$ cat config.mk
export PLATFORM = sky130hd
export DESIGN_NAME = ll_window_unit_flat
export DESIGN_NICKNAME = d
export VERILOG_FILES = /design/src/rtl/ll_pkg.sv /design/src/rtl/ll_window_unit_if.sv /design/src/rtl/ll_diff_ring.sv /design/src/rtl/ll_window_unit.sv /design/src/flat_wrapper.sv
export SDC_FILE = /design/constraint.sdc
export NUM_CORES = 1
export LEC_CHECK = 0
export ABC_AREA = 1
export BUFFER_PORTS_ARGS = -buffer_cell sky130_fd_sc_hd__buf_2
export CAP_MARGIN = 20
export CORE_ASPECT_RATIO = 0.75
export CORE_MARGIN = 4
export CORE_UTILIZATION = 50
export CTS_CLUSTER_DIAMETER = 30
export DETAILED_ROUTE_END_ITERATION = 10
export PLACE_DENSITY = 0.71
export RECOVER_POWER = 50
export SLEW_MARGIN = 20
export SYNTH_ARGS = -nofsm -noshare
export SYNTH_HDL_FRONTEND = slang
export SYNTH_SLANG_ARGS = --single-unit
$ cat constraint.sdc
create_clock -name clk -period 6.54 [get_ports clk]
set_input_delay 0.981 -clock clk [delete_from_list [all_inputs] [get_ports clk]]
set_output_delay 0.981 -clock clk [all_outputs]
set_load 0.02 [all_outputs]
$ cat src/rtl/ll_pkg.sv
// Shared helpers for the line-length feature units: output width sizing and
// the absolute sample difference.
package ll_pkg;

  localparam int MAX_DW = 64;

  function automatic int clog2(input int value);
    return $clog2(value);
  endfunction

  function automatic int sum_w(input int data_width, input int win_len);
    return data_width + clog2(win_len);
  endfunction

  // Operands are sign-extended samples of at most MAX_DW bits, so the
  // difference never overflows MAX_DW+1 bits.
  function automatic logic [MAX_DW:0] abs_diff(input logic signed [MAX_DW:0] a,
                                               input logic signed [MAX_DW:0] b);
    logic signed [MAX_DW:0] d;
    d = a - b;
    return d[MAX_DW] ? $unsigned(-d) : $unsigned(d);
  endfunction

endpackage

$ cat src/rtl/ll_window_unit_if.sv
// Sample/feature bus of the windowed line-length unit; the feeder drives master,
// the unit sits on slave.
interface ll_window_unit_if #(
  parameter int DATA_WIDTH = 32,
  parameter int SUM_W      = 36
);
  logic                         clr;
  logic                         en;
  logic signed [DATA_WIDTH-1:0] din;
  logic        [SUM_W-1:0]      thresh;
  logic        [SUM_W-1:0]      dout;
  logic                         data_valid;
  logic                         above_thresh;

  modport master (
    output clr, en, din, thresh,
    input  dout, data_valid, above_thresh
  );

  modport slave (
    input  clr, en, din, thresh,
    output dout, data_valid, above_thresh
  );
endinterface

$ cat src/rtl/ll_diff_ring.sv
// Ring of the last WIN_LEN differences with write pointer and saturating fill count;
// the oldest entry is read combinationally at wr_ptr before it is overwritten.
module ll_diff_ring #(
  parameter int DATA_WIDTH = 32,
  parameter int WIN_LEN    = 16
) (
  input  logic                  clk,
  input  logic                  clear,
  input  logic                  wr,
  input  logic [DATA_WIDTH-1:0] wr_dat,
  output logic [DATA_WIDTH-1:0] oldest,
  output logic                  full,
  output logic                  full_after
);
  localparam int PTR_W  = $clog2(WIN_LEN);
  localparam int FILL_W = $clog2(WIN_LEN + 1);

  logic [DATA_WIDTH-1:0] mem [WIN_LEN];
  logic [PTR_W-1:0]      wr_ptr;
  logic [FILL_W-1:0]     fill;

  // Contents are never cleared; the fill count decides whether they count.
  always_ff @(posedge clk) begin
    if (wr) begin
      mem[wr_ptr] <= wr_dat;
    end
  end

  always_ff @(posedge clk) begin
    if (clear) begin
      wr_ptr <= '0;
      fill   <= '0;
    end else if (wr) begin
      wr_ptr <= (wr_ptr == PTR_W'(WIN_LEN - 1)) ? '0 : wr_ptr + 1'b1;
      if (!full) begin
        fill <= fill + 1'b1;
      end
    end
  end

  assign oldest     = mem[wr_ptr];
  assign full       = (fill == FILL_W'(WIN_LEN));
  assign full_after = (fill >= FILL_W'(WIN_LEN - 1));

endmodule

$ cat src/rtl/ll_window_unit.sv
// Windowed line-length feature: sliding sum of |x[n]-x[n-1]| over WIN_LEN diffs, 2-edge
// latency, one sample per cycle, no backpressure; dout holds between data_valid pulses.
module ll_window_unit
  import ll_pkg::*;
#(
  parameter int DATA_WIDTH = 32,
  parameter int WIN_LEN    = 16,
  parameter int NORMALIZE  = 0,
  localparam int LOG_WIN   = clog2(WIN_LEN),
  localparam int SUM_W     = sum_w(DATA_WIDTH, WIN_LEN)
) (
  input logic              clk,
  input logic              rst,
  ll_window_unit_if.slave  bus
);
  logic signed [DATA_WIDTH-1:0] prev;
  logic                         primed;
  logic        [DATA_WIDTH-1:0] diff_r;
  logic                         diff_v;
  logic        [SUM_W-1:0]      sum;

  logic signed [MAX_DW:0]       din_ext;
  logic signed [MAX_DW:0]       prev_ext;
  logic        [MAX_DW:0]       diff_full;
  logic        [DATA_WIDTH-1:0] diff_w;

  logic                         clear;
  logic                         ring_wr;
  logic        [DATA_WIDTH-1:0] oldest;
  logic                         full;
  logic                         full_after;
  logic        [SUM_W-1:0]      sum_next;
  logic        [SUM_W-1:0]      dout_next;
  logic                         update_out;

  assign din_ext   = {{(MAX_DW + 1 - DATA_WIDTH){bus.din[DATA_WIDTH-1]}}, bus.din};
  assign prev_ext  = {{(MAX_DW + 1 - DATA_WIDTH){prev[DATA_WIDTH-1]}}, prev};
  assign diff_full = abs_diff(din_ext, prev_ext);
  assign diff_w    = diff_full[DATA_WIDTH-1:0];

  // Two signed DATA_WIDTH samples are never more than 2^DATA_WIDTH-1 apart.
  always_comb begin
    assert (diff_full[MAX_DW:DATA_WIDTH] == '0);
  end

  // Stage 1: prime/prev tracking and the registered difference.
  always_ff @(posedge clk) begin
    if (rst) begin
      primed <= 1'b0;
      prev   <= '0;
      diff_v <= 1'b0;
      diff_r <= '0;
    end else if (bus.clr) begin
      primed <= bus.en;
      diff_v <= 1'b0;
      if (bus.en) begin
        prev <= bus.din;
      end
    end else begin
      diff_v <= bus.en && primed;
      if (bus.en) begin
        prev   <= bus.din;
        primed <= 1'b1;
        diff_r <= diff_w;
      end
    end
  end

  assign clear   = rst || bus.clr;
  assign ring_wr = diff_v && !clear;

  ll_diff_ring #(
    .DATA_WIDTH (DATA_WIDTH),
    .WIN_LEN    (WIN_LEN)
  ) u_ring (
    .clk        (clk),
    .clear      (clear),
    .wr         (ring_wr),
    .wr_dat     (diff_r),
    .oldest     (oldest),
    .full       (full),
    .full_after (full_after)
  );

  assign sum_next   = sum + {{LOG_WIN{1'b0}}, diff_r}
                          - (full ? {{LOG_WIN{1'b0}}, oldest} : '0);
  assign dout_next  = (NORMALIZE != 0) ? (sum_next >> LOG_WIN) : sum_next;
  assign update_out = diff_v && full_after;

  // Stage 2: accumulator, output register and threshold compare.
  always_ff @(posedge clk) begin
    if (clear) begin
      sum              <= '0;
      bus.dout         <= '0;
      bus.data_valid   <= 1'b0;
      bus.above_thresh <= 1'b0;
    end else begin
      bus.data_valid   <= update_out;
      bus.above_thresh <= update_out && (dout_next > bus.thresh);
      if (diff_v) begin
        sum <= sum_next;
      end
      if (update_out) begin
        bus.dout <= dout_next;
      end
    end
  end

endmodule
$ cat src/flat_wrapper.sv
// flat-port wrapper written by rule: the top's interface ports become plain ports
module ll_window_unit_flat import ll_pkg::*;
#(
  parameter int DATA_WIDTH = 32,
  parameter int WIN_LEN    = 16,
  parameter int NORMALIZE  = 0,
  localparam int LOG_WIN   = clog2(WIN_LEN),
  localparam int SUM_W     = sum_w(DATA_WIDTH, WIN_LEN)
)
  (clk, rst, bus_clr, bus_en, bus_din, bus_thresh, bus_dout, bus_data_valid, bus_above_thresh);
  ll_window_unit_if #(.DATA_WIDTH(DATA_WIDTH)) bus_i ();
  input logic clk;
  input logic rst;
  input wire logic [$bits(bus_i.clr)-1:0] bus_clr;
  input wire logic [$bits(bus_i.en)-1:0] bus_en;
  input wire logic [$bits(bus_i.din)-1:0] bus_din;
  input wire logic [$bits(bus_i.thresh)-1:0] bus_thresh;
  output wire logic [$bits(bus_i.dout)-1:0] bus_dout;
  output wire logic [$bits(bus_i.data_valid)-1:0] bus_data_valid;
  output wire logic [$bits(bus_i.above_thresh)-1:0] bus_above_thresh;
  assign bus_i.clr = bus_clr;
  assign bus_i.en = bus_en;
  assign bus_i.din = bus_din;
  assign bus_i.thresh = bus_thresh;
  assign bus_dout = bus_i.dout;
  assign bus_data_valid = bus_i.data_valid;
  assign bus_above_thresh = bus_i.above_thresh;
  ll_window_unit #(.DATA_WIDTH(DATA_WIDTH), .WIN_LEN(WIN_LEN), .NORMALIZE(NORMALIZE)) u_core (.clk(clk), .rst(rst), .bus(bus_i));
endmodule
==> impl_metrics.py <==
metrics = {
    "outcome": {
        "outcome": "finished, violations left",
        "failed_checks": "max-capacitance violations, max-slew violations",
    },
    "final_layout": {
        "area_delta_synth_final_pct": 16.6,
        "fin_area_um2": 38100,
        "filler_cell_count": 5337,
        "final_cell_mix": "edfxtp_1, inv_1, nor2_1, nand2_1, o21ai_0",
        "multi_input_area_um2": 12000,
        "diodes": 0,
        "fin_util": 0.594,
        "ff_latch_area_um2": 18400,
        "mostFrequentLayoutCell": "edfxtp_1",
        "nNetsFinal": 3791,
        "layout-drive-gt1-share": 0.0996,
        "instances_no_fill": 4527,
    },
    "worst_hold_path": {
        "min_path_cells": 2,
        "worstHoldPathType": "reg -> reg",
    },
    "clock_tree": {
        "htree_num_levels": 3,
        "clk_path_buf_depth": 3,
        "cts_setup_buffers": 0,
        "cts_resized": 0,
        "clk_pin_slew_worst_paths_ns": 0.06,
        "cts_made_buffers": 105,
        "cts_sinks": 665,
        "tritoncts": "built",
        "insertion_delay_ns": 0.67,
        "cts_root_buf": "clkbuf_16",
        "cts-hold-fix-buffers": 0,
    },
    "logic_synthesis": {
        "ys.warnings.count": 0,
        "syn_nets": 3657,
        "avgSynthCellArea_um2": 9.50,
        "synthesis.instances": 3440,
        "synth.distinct_cells": 50,
        "synth-seq-area-share": 0.564,
        "synth-seq-cells": 665,
        "synth_area_um2": 32700,
    },
    "timing": {
        "hold_viol_final": 0,
        "finalSetupTns_ns": 0,
        "maxSlewHeadroom": -0.277,
        "period_share": 0.917,
        "fin_worst_skew_ns": 0.0233,
        "worstMarginPinSlew_ns": 1.92,
        "slew_violations": 86,
        "fin_ws_ns": 0.542,
        "rsz0062_at_grt": "false",
        "period_minus_slack_ns": 6.00,
        "finalSetupViolations": 0,
        "timing.hold.ws_ns": 0.439,
        "max_freq_mhz": 167,
    },
    "floorplanning": {
        "die_w_um": 303,
        "die_h_um": 229,
        "ios": 110,
        "rows": 80,
        "die_area_um2": 69500,
        "initial_utilization": 0.509,
        "core-area_um2": 64200,
    },
    "place": {
        "dpl-instance-area_um2": 34500,
        "dp.cells": 4327,
        "place_ws_ns": 0.670,
        "gp_congestion": 1.02,
        "io_buffers": 109,
        "hpwlAfterDp_mm": 60.6,
    },
    "setup_path": {
        "reg2reg_depth": 27,
        "rrSetupSlack_ns": 0.54,
        "crit_type": "reg -> reg",
        "path_max_fanout": 83,
        "crit_required_ns": 7.09,
        "end_kind": "flip-flop",
        "critPathLaunchType": "flip-flop",
        "arrival_ns": 6.55,
    },
    "power_and_ir_drop": {
        "p_per_area_nw_per_um2": 318,
        "leakagePower_nw": 15.5,
        "finalPower_mw": 12.1,
        "irDropWorstVdd_v": 0.000226,
    },
    "global_routing": {
        "grt_pass1_wl_mm": 142,
        "first_global_vias": 24200,
        "antenna_found_initial": 5,
        "grt_usage": 0.267,
        "grt_max_degree": 197,
        "overflow": 0,
    },
    "drt": {
        "drtIter0Drc": 3042,
        "ant_nets": 0,
        "vias": 25800,
        "drc": 0,
        "vias_per_cell": 5.70,
        "wl_mm": 93.2,
        "dr.pass1.iters": 6,
        "wl_per_cell_um": 20.6,
    },
    "job": {
        "maxCapViolations": 3,
    },
}
-- worst paths after layout --
kind,endpoint,startpoint
hold reg to reg,u_core.diff_v,u_core.primed
setup / recovery,u_core.bus.above_thresh,flip-flop
setup reg to reg,u_core.bus.above_thresh,flip-flop
hold / removal,u_core.diff_v,u_core.primed
-- critical path, stage by stage (launching register included) --
cell	delay [ns]
dfxtp_4	0.37
inv_6	0.45
buf_12	0.30
buf_4	0.32
o21ai_0	0.12
o221ai_1	0.19
nand3_1	0.11
a21oi_1	0.40
fa_1	0.49
inv_1	0.07
ha_1	0.21
nand2_1	0.13
nor3_1	0.29
nand3_1	0.11
o211ai_1	0.35
xor2_1	0.45
inv_1	0.09
ha_1	0.30
a21oi_1	0.13
o21ai_0	0.09
a221oi_1	0.23
o21ai_0	0.10
a21oi_1	0.12
o21ai_0	0.13
nand2_1	0.08
nand4_1	0.08
nand3_1	0.08
inv_1	0.04
-- logic make-up after synthesis --
kind of cell,count (synthesis),synth area share
and+or+nand+nor,1115,0.140
xor gates and xnor gates,49,0.0131
adders and majority gates,145,0.0631
buffers and inverters,624,0.0721
DFF,665,0.564
AOI/OAI and AO/OA,842,0.147
-- synth_stat cells (all sizes together) --
cell / instances / area, um2
edfxtp: 512 / 15400
nor2: 486 / 1900
inv: 472 / 1770
nand2: 455 / 1730
o21ai: 426 / 2130
a21oi: 205 / 1030
dfxtp: 153 / 3060
clkbuf: 142 / 533
ha: 112 / 1400
nand3: 110 / 571
o221ai: 89 / 780
o211ai: 45 / 338
o22ai: 42 / 263
xor2: 36 / 315
fa: 33 / 661
nand4: 23 / 144
nor3: 23 / 115
xnor2: 13 / 114
buf: 9 / 47.6
a21o: 7 / 52.6
a211oi: 6 / 45.0
nand3b: 6 / 45.0
a31oi: 4 / 25.0
and2: 4 / 25.0
o21a: 4 / 30.0
a21boi: 3 / 22.5
a221oi: 3 / 26.3
and3: 3 / 18.8
nor4: 3 / 25.0
o2111ai: 3 / 26.3
o31ai: 3 / 22.5
or2: 2 / 12.5
a211o: 1 / 8.76
clkinv: 1 / 3.75
o21bai: 1 / 7.51
-- state kept, by name, summed over array words and instances, names as in the netlist, named ones only --
register,flops
u_core.prev,32
u_core.bus.data_valid,1
u_core.diff_v,1
u_core.primed,1
u_core.diff_r,32
u_core.u_ring.wr_ptr,4
u_core.bus.above_thresh,1
u_core.sum,36
u_core.u_ring.fill,5
u_core.u_ring.mem,512
u_core.bus.dout,36
-- cell type report --
cell class,instances,area share
Sequential cell,665,0.484
Multi-Input combinational cell,2151,0.314
Clock buffer,117,0.0718
Inverter,473,0.0468
Timing Repair Buffer,178,0.0285
Tap cell,861,0.0283
Clock inverter,82,0.0261
-- power breakdown --
group	switching [mW]	internal [mW]
Clock	2.13	3.67
Sequential	0.0855	4.62
Combinational	1.11	0.531
Total	3.32	8.81
-- layer usage --
metal	track usage	vias to the layer above	wire length [um]
met4	0.0740	0	2390
met5	0	-	0
met2	0.387	1219	39800
met1	0.393	12300	40400
met3	0.0744	155	10700
li1	-	12100	-
Note: power is estimated with default switching activity, not from simulation.
